<file path="src/rtl/rgb_led_pkg.sv">
// Shared types and colour map for the RGB LED scheduler.
package rgb_led_pkg;

    localparam logic [2:0] COL_RED   = 3'b100;
    localparam logic [2:0] COL_GREEN = 3'b010;
    localparam logic [2:0] COL_BLUE  = 3'b001;
    localparam logic [2:0] COL_WHITE = 3'b111;

    typedef enum logic [1:0] {
        IDLE  = 2'd0,
        GRANT = 2'd1,
        GAP   = 2'd2
    } state_e;

    function automatic logic [2:0] colour_of(input logic [1:0] idx);
        logic [2:0] col;
        case (idx)
            2'd0:    col = COL_RED;
            2'd1:    col = COL_GREEN;
            2'd2:    col = COL_BLUE;
            default: col = COL_WHITE;
        endcase
        return col;
    endfunction

endpackage

</file>
<file path="src/rtl/rgb_rr_arbiter.sv">
// 4-way combinational arbiter: fixed priority (mode=0) or rotating from ptr (mode=1).
module rgb_rr_arbiter (
    input  logic [3:0] req,
    input  logic [1:0] ptr,
    input  logic       mode,
    output logic       win_valid,
    output logic [1:0] win_idx,
    output logic [3:0] win_onehot
);

    logic [1:0] start;
    logic [1:0] cand;

    always_comb begin
        win_valid = 1'b0;
        win_idx   = 2'd0;
        cand      = 2'd0;
        start     = mode ? ptr : 2'd0;
        // First set bit found while scanning upward (mod 4) from start wins.
        for (int i = 0; i < 4; i++) begin
            cand = start + 2'(i);
            if (!win_valid && req[cand]) begin
                win_valid = 1'b1;
                win_idx   = cand;
            end
        end
        win_onehot = win_valid ? (4'b0001 << win_idx) : 4'b0000;
    end

endmodule

</file>
<file path="src/rtl/rgb_led_scheduler.sv">
// Time-shares one RGB LED between four button requesters with a fixed hold
// window per owner and a single dark cycle between owners.
//   state | meaning
//   IDLE  | no owner, arbitrate every cycle
//   GRANT | owner drives LED, timer counts down to 0
//   GAP   | one dark cycle, then arbitrate again
module rgb_led_scheduler
    import rgb_led_pkg::*;
#(
    parameter int HOLD_CYCLES = 8,
    parameter int TIMER_W     = 8
) (
    input  logic       clk,
    input  logic       reset,
    input  logic       switch0,
    input  logic       switch1,
    input  logic [3:0] button,
    output logic [2:0] RGB_LED,
    output logic [3:0] grant,
    output logic       busy
);

    localparam logic [TIMER_W-1:0] HOLD_LOAD = TIMER_W'(HOLD_CYCLES - 1);

    state_e             state_q, state_d;
    logic [3:0]         pending_q, pending_d;
    logic [1:0]         rr_ptr_q, rr_ptr_d;
    logic [TIMER_W-1:0] timer_q, timer_d;
    logic [3:0]         grant_q, grant_d;
    logic [2:0]         rgb_q, rgb_d;

    logic [3:0] req;
    logic       win_valid;
    logic [1:0] win_idx;
    logic [3:0] win_onehot;

    assign req = pending_q | button;

    rgb_rr_arbiter u_arb (
        .req        (req),
        .ptr        (rr_ptr_q),
        .mode       (switch1),
        .win_valid  (win_valid),
        .win_idx    (win_idx),
        .win_onehot (win_onehot)
    );

    always_comb begin
        state_d   = state_q;
        pending_d = pending_q;
        rr_ptr_d  = rr_ptr_q;
        timer_d   = timer_q;
        grant_d   = grant_q;
        rgb_d     = rgb_q;

        if (!switch0) begin
            // rr_ptr is deliberately kept so fairness survives a disable.
            state_d   = IDLE;
            pending_d = 4'b0000;
            timer_d   = '0;
            grant_d   = 4'b0000;
            rgb_d     = 3'b000;
        end else begin
            case (state_q)
                IDLE, GAP: begin
                    state_d   = IDLE;
                    pending_d = req;
                    grant_d   = 4'b0000;
                    rgb_d     = 3'b000;
                    if (win_valid) begin
                        state_d   = GRANT;
                        pending_d = req & ~win_onehot;
                        rr_ptr_d  = win_idx + 2'd1;
                        timer_d   = HOLD_LOAD;
                        grant_d   = win_onehot;
                        rgb_d     = colour_of(win_idx);
                    end
                end
                GRANT: begin
                    pending_d = req;
                    if (timer_q != '0) begin
                        timer_d = timer_q - TIMER_W'(1);
                    end else begin
                        state_d = GAP;
                        grant_d = 4'b0000;
                        rgb_d   = 3'b000;
                    end
                end
                default: begin
                    state_d   = IDLE;
                    pending_d = 4'b0000;
                    timer_d   = '0;
                    grant_d   = 4'b0000;
                    rgb_d     = 3'b000;
                end
            endcase
        end
    end

    always_ff @(posedge clk) begin
        if (reset) begin
            state_q   <= IDLE;
            pending_q <= 4'b0000;
            rr_ptr_q  <= 2'd0;
            timer_q   <= '0;
            grant_q   <= 4'b0000;
            rgb_q     <= 3'b000;
        end else begin
            state_q   <= state_d;
            pending_q <= pending_d;
            rr_ptr_q  <= rr_ptr_d;
            timer_q   <= timer_d;
            grant_q   <= grant_d;
            rgb_q     <= rgb_d;
        end
    end

    assign RGB_LED = rgb_q;
    assign grant   = grant_q;
    assign busy    = (state_q == GRANT) || (state_q == GAP);

endmodule

</file>
<file path="config.mk">
export PLATFORM = sky130hd
export DESIGN_NAME = rgb_led_scheduler
export DESIGN_NICKNAME = d
export VERILOG_FILES = /design/src/rtl/rgb_led_pkg.sv /design/src/rtl/rgb_rr_arbiter.sv /design/src/rtl/rgb_led_scheduler.sv
export SDC_FILE = /design/constraint.sdc
export NUM_CORES = 1
export LEC_CHECK = 0
export ABC_AREA = 1
export ABC_CLOCK_PERIOD_IN_PS = 3900
export CAP_MARGIN = 20
export CORE_ASPECT_RATIO = 2
export CORE_MARGIN = 3
export CORE_UTILIZATION = 55
export CTS_CLUSTER_DIAMETER = 200
export DETAILED_ROUTE_END_ITERATION = 10
export GPL_TIMING_DRIVEN = 0
export HOLD_SLACK_MARGIN = 0.03
export PLACE_DENSITY = 0.77
export SLEW_MARGIN = 40
export SYNTH_ARGS = -nofsm -noshare
export SYNTH_HDL_FRONTEND = slang
export SYNTH_SLANG_ARGS = --single-unit
export TNS_END_PERCENT = 30
</file>
<file path="constraint.sdc">
create_clock -name clk -period 3.9 [get_ports clk]
set_clock_uncertainty 0.1 [all_clocks]
set_input_delay 0.78 -clock clk [delete_from_list [all_inputs] [get_ports clk]]
set_output_delay 0.78 -clock clk [all_outputs]
set_load 0.02 [all_outputs]
</file>
==> results.toml <==
[floorplanning]
rows = 27
io_pins = 16
core_um2 = 2804
die-area_um2 = 3718
die_w_um = 44.65
dieHeight_um = 83.29
start_util_pct = 58.59

[place]
hpwl_um = 2955
place.gp.congestion = 0.8283
pre_cts_ws_ns = 0.4850
portBuffers = 15
place_area_um2 = 1829

[logic_synthesis]
ys_seq_area_share_pct = 28.03
synth_nets = 254
ys_types = 31
yosysWarningCount = 0
syn_avg_cell_area_um2 = 6.991
synth_area_um2 = 1643
netlist_instances = 235
yosys_register_bits = 23

[route]
drt_iter0_drc = 26
ant_nets = 0
vias = 1518
drc = 0
wirelength_um = 3543
vias_per_cell = 5.364
first_pass_iters = 4
wl_per_cell_um = 12.52

[finish]
drive_above_1_share_pct = 13.39
area_delta_synth_final_pct = 14.09
multi_input_area_um2 = 1008
insertedDiodeCount = 0
fin_util_pct = 66.85
fillers = 267
ff_latch_area_um2 = 460.4
finalNetCount = 274
fin_area_um2 = 1874

[power]
p_per_area_nw_per_um2 = 389.7
vdd_drop_max_mv = 0.2928
leakage_nw = 0.8624

[sta]
fmax_ghz = 0.3208
fin_ws_ns = 0.7827
hold_viol = 0
period_needed_ns = 3.117
hold_slack_ns = 0.3718
fin_crit_sh_pct = 79.93
maxSlewViolCount = 0
slew_headroom_pct = 59.67
finalSetupTns_ns = 0
tightest_slew_ns = 0.6027
rsz0062_at_grt = "no"
setup_viol = 0

[clock_network]
clkTransAtPathRegs_ns = 0.08
cts_resized = 0
numCtsBuffers = 3
cts_max_path_buffers = 2
post_cts_buffers = 0
cts_tree = "done"
cts.htree.levels = 1
clk-insertion-delay-late_ns = 0.27
cts_sinks = 23
cts-hold-fix-buffers = 0
root_buffer = "clkbuf_8"

[global_routing]
grt_first_pass_wirelength_um = 6292
globalRouteOverflowTotal = 0
grt_max_degree = 13
antenna_found_initial = 0
grtUsageTotal_pct = 21.98
grt_pass1_vias = 1508

[min_path]
hp-class = "reg2reg"

[worst_setup_path]
cp-start-kind = "input port"
required_ns = 3.94
crit_arrival_ns = 3.16
path_class = "in2reg"
critical_path.max_fanout = 10
crit_path_end_kind = "flip-flop"

[outcome]
status = "complete, no violations"

[run]
drv_cap = 0
==> state kept, by name (all words and copies together) (netlist names) <==
register,count
timer_q,8
grant,4
pending_q,4
RGB_LED,3
rr_ptr_q,2
state_q,2
==> cells by family (layout without fill, tap and decap cells) <==
group                    after synthesis  count (layout)  synth area share (%)
adder cells (fa/ha/maj)               11              11                 8.378
XOR/XNOR                               5               5                 2.666
buffers and inverters                 33              52                 10.59
flip-flops                            23              23                 28.03
AND/OR/NAND/NOR                      133             133                 40.29
AO/OA/AOI/OAI                         30              30                 10.05
==> cell usage in the layout (no fill, tap or decap) <==
cell	Yosys	routed
a211oi_1	1	1
a21oi_1	20	20
buf_2	2	2
buf_6	1	1
bufinv_16	1	1
clkbuf_1	1	2
clkbuf_8	0	3
clkdlybuf4s50_1	0	15
clkinv_2	1	1
clkinv_4	1	1
dfxtp_1	23	23
dlygate4sd1_1	1	1
ha_1	11	11
inv_1	23	23
inv_2	1	1
inv_4	1	1
nand2_1	46	46
nand2_2	9	9
nand2_4	7	7
nand3_1	19	19
nand3_2	1	1
nand3_4	1	1
nand4_1	7	7
nand4_2	1	1
nor2_1	35	35
nor2_4	1	1
nor3_1	4	4
o21a_1	2	2
o21ai_0	5	5
o21ai_2	1	1
o32ai_1	1	1
or2_2	2	2
xor2_1	5	5
==> worst max-delay path, cell delays in order <==
cell	delay (ns)
clkdlybuf4s50_1	0.54
nand2_1	0.15
nand2_1	0.11
nand2_2	0.09
clkinv_2	0.08
nand2_1	0.06
nand2_2	0.09
nand4_2	0.13
buf_2	0.20
nand2_1	0.10
nand2_1	0.11
ha_1	0.26
or2_2	0.30
nand4_1	0.09
a21oi_1	0.06
==> cell type report <==
type	instances	area share, %
inverter	28	7.477
timing repair buffer	15	8.011
tap	29	1.936
sequential	23	24.57
buffer	5	1.802
multi-input combinational	179	53.81
clock buffer	4	2.403
==> routing by layer <==
layer | wire length (µm) | part of all wire (%) | track usage, %
met5 | 0 | 0 | 0
met4 | 77 | 2.2 | 10.44
met3 | 80 | 2.3 | 2.603
met2 | 2183 | 62 | 42.33
met1 | 1202 | 34 | 20.54
==> synthesized netlist by cell type <==
cell type | number | area [µm²]
inv_2 | 1 | 3.750
or2_2 | 2 | 12.51
o32ai_1 | 1 | 8.760
dlygate4sd1_1 | 1 | 8.760
a211oi_1 | 1 | 7.510
buf_6 | 1 | 11.26
a21oi_1 | 20 | 100.1
o21ai_2 | 1 | 8.760
clkbuf_1 | 1 | 3.750
nand4_2 | 1 | 12.51
ha_1 | 11 | 137.6
nand4_1 | 7 | 43.79
nor2_4 | 1 | 11.26
nand2_1 | 46 | 172.7
xor2_1 | 5 | 43.79
buf_2 | 2 | 10.01
clkinv_4 | 1 | 8.760
bufinv_16 | 1 | 30.03
nand2_2 | 9 | 56.30
clkinv_2 | 1 | 5.000
o21a_1 | 2 | 15.01
nand3_2 | 1 | 10.01
nor2_1 | 35 | 131.4
inv_1 | 23 | 86.33
nand2_4 | 7 | 78.83
nor3_1 | 4 | 20.02
nand3_4 | 1 | 17.52
inv_4 | 1 | 6.260
dfxtp_1 | 23 | 460.4
nand3_1 | 19 | 95.09
o21ai_0 | 5 | 25.02
==> power by group <==
part / internal [W] / switching, W
Combinational: 0.000123 / 0.000188
Clock: 0.0000731 / 0.0000783
Sequential: 0.000255 / 0.0000136
Total: 0.000451 / 0.000280
==> metrics by stage <==
| step | std cells | total power (W) |
|---|---|---|
| floorplan | 235 | 0.0005091 |
| global placement | 279 | 0.0005822 |
| detailed placement | 279 | 0.0005869 |
| CTS | 283 | 0.0007359 |
| global route | 283 | 0.0007812 |
| finish | 283 | 0.0007305 |
==> path summary, 6_finish.rpt <==
kind                                                 to  depth (start not counted)                      from  slack, ns
worst max register to register  RGB_LED[1]$_SDFFE_PP0P_                         14  rr_ptr_q[0]$_SDFFE_PP0P_       1.48
worst max-delay path            RGB_LED[1]$_SDFFE_PP0P_                         15                   switch1       0.78
worst min-delay path              grant[2]$_SDFFE_PP0P_                          2     grant[2]$_SDFFE_PP0P_       0.37
worst min register to register    grant[2]$_SDFFE_PP0P_                          2     grant[2]$_SDFFE_PP0P_       0.37
(Power assumes the default switching activity.)
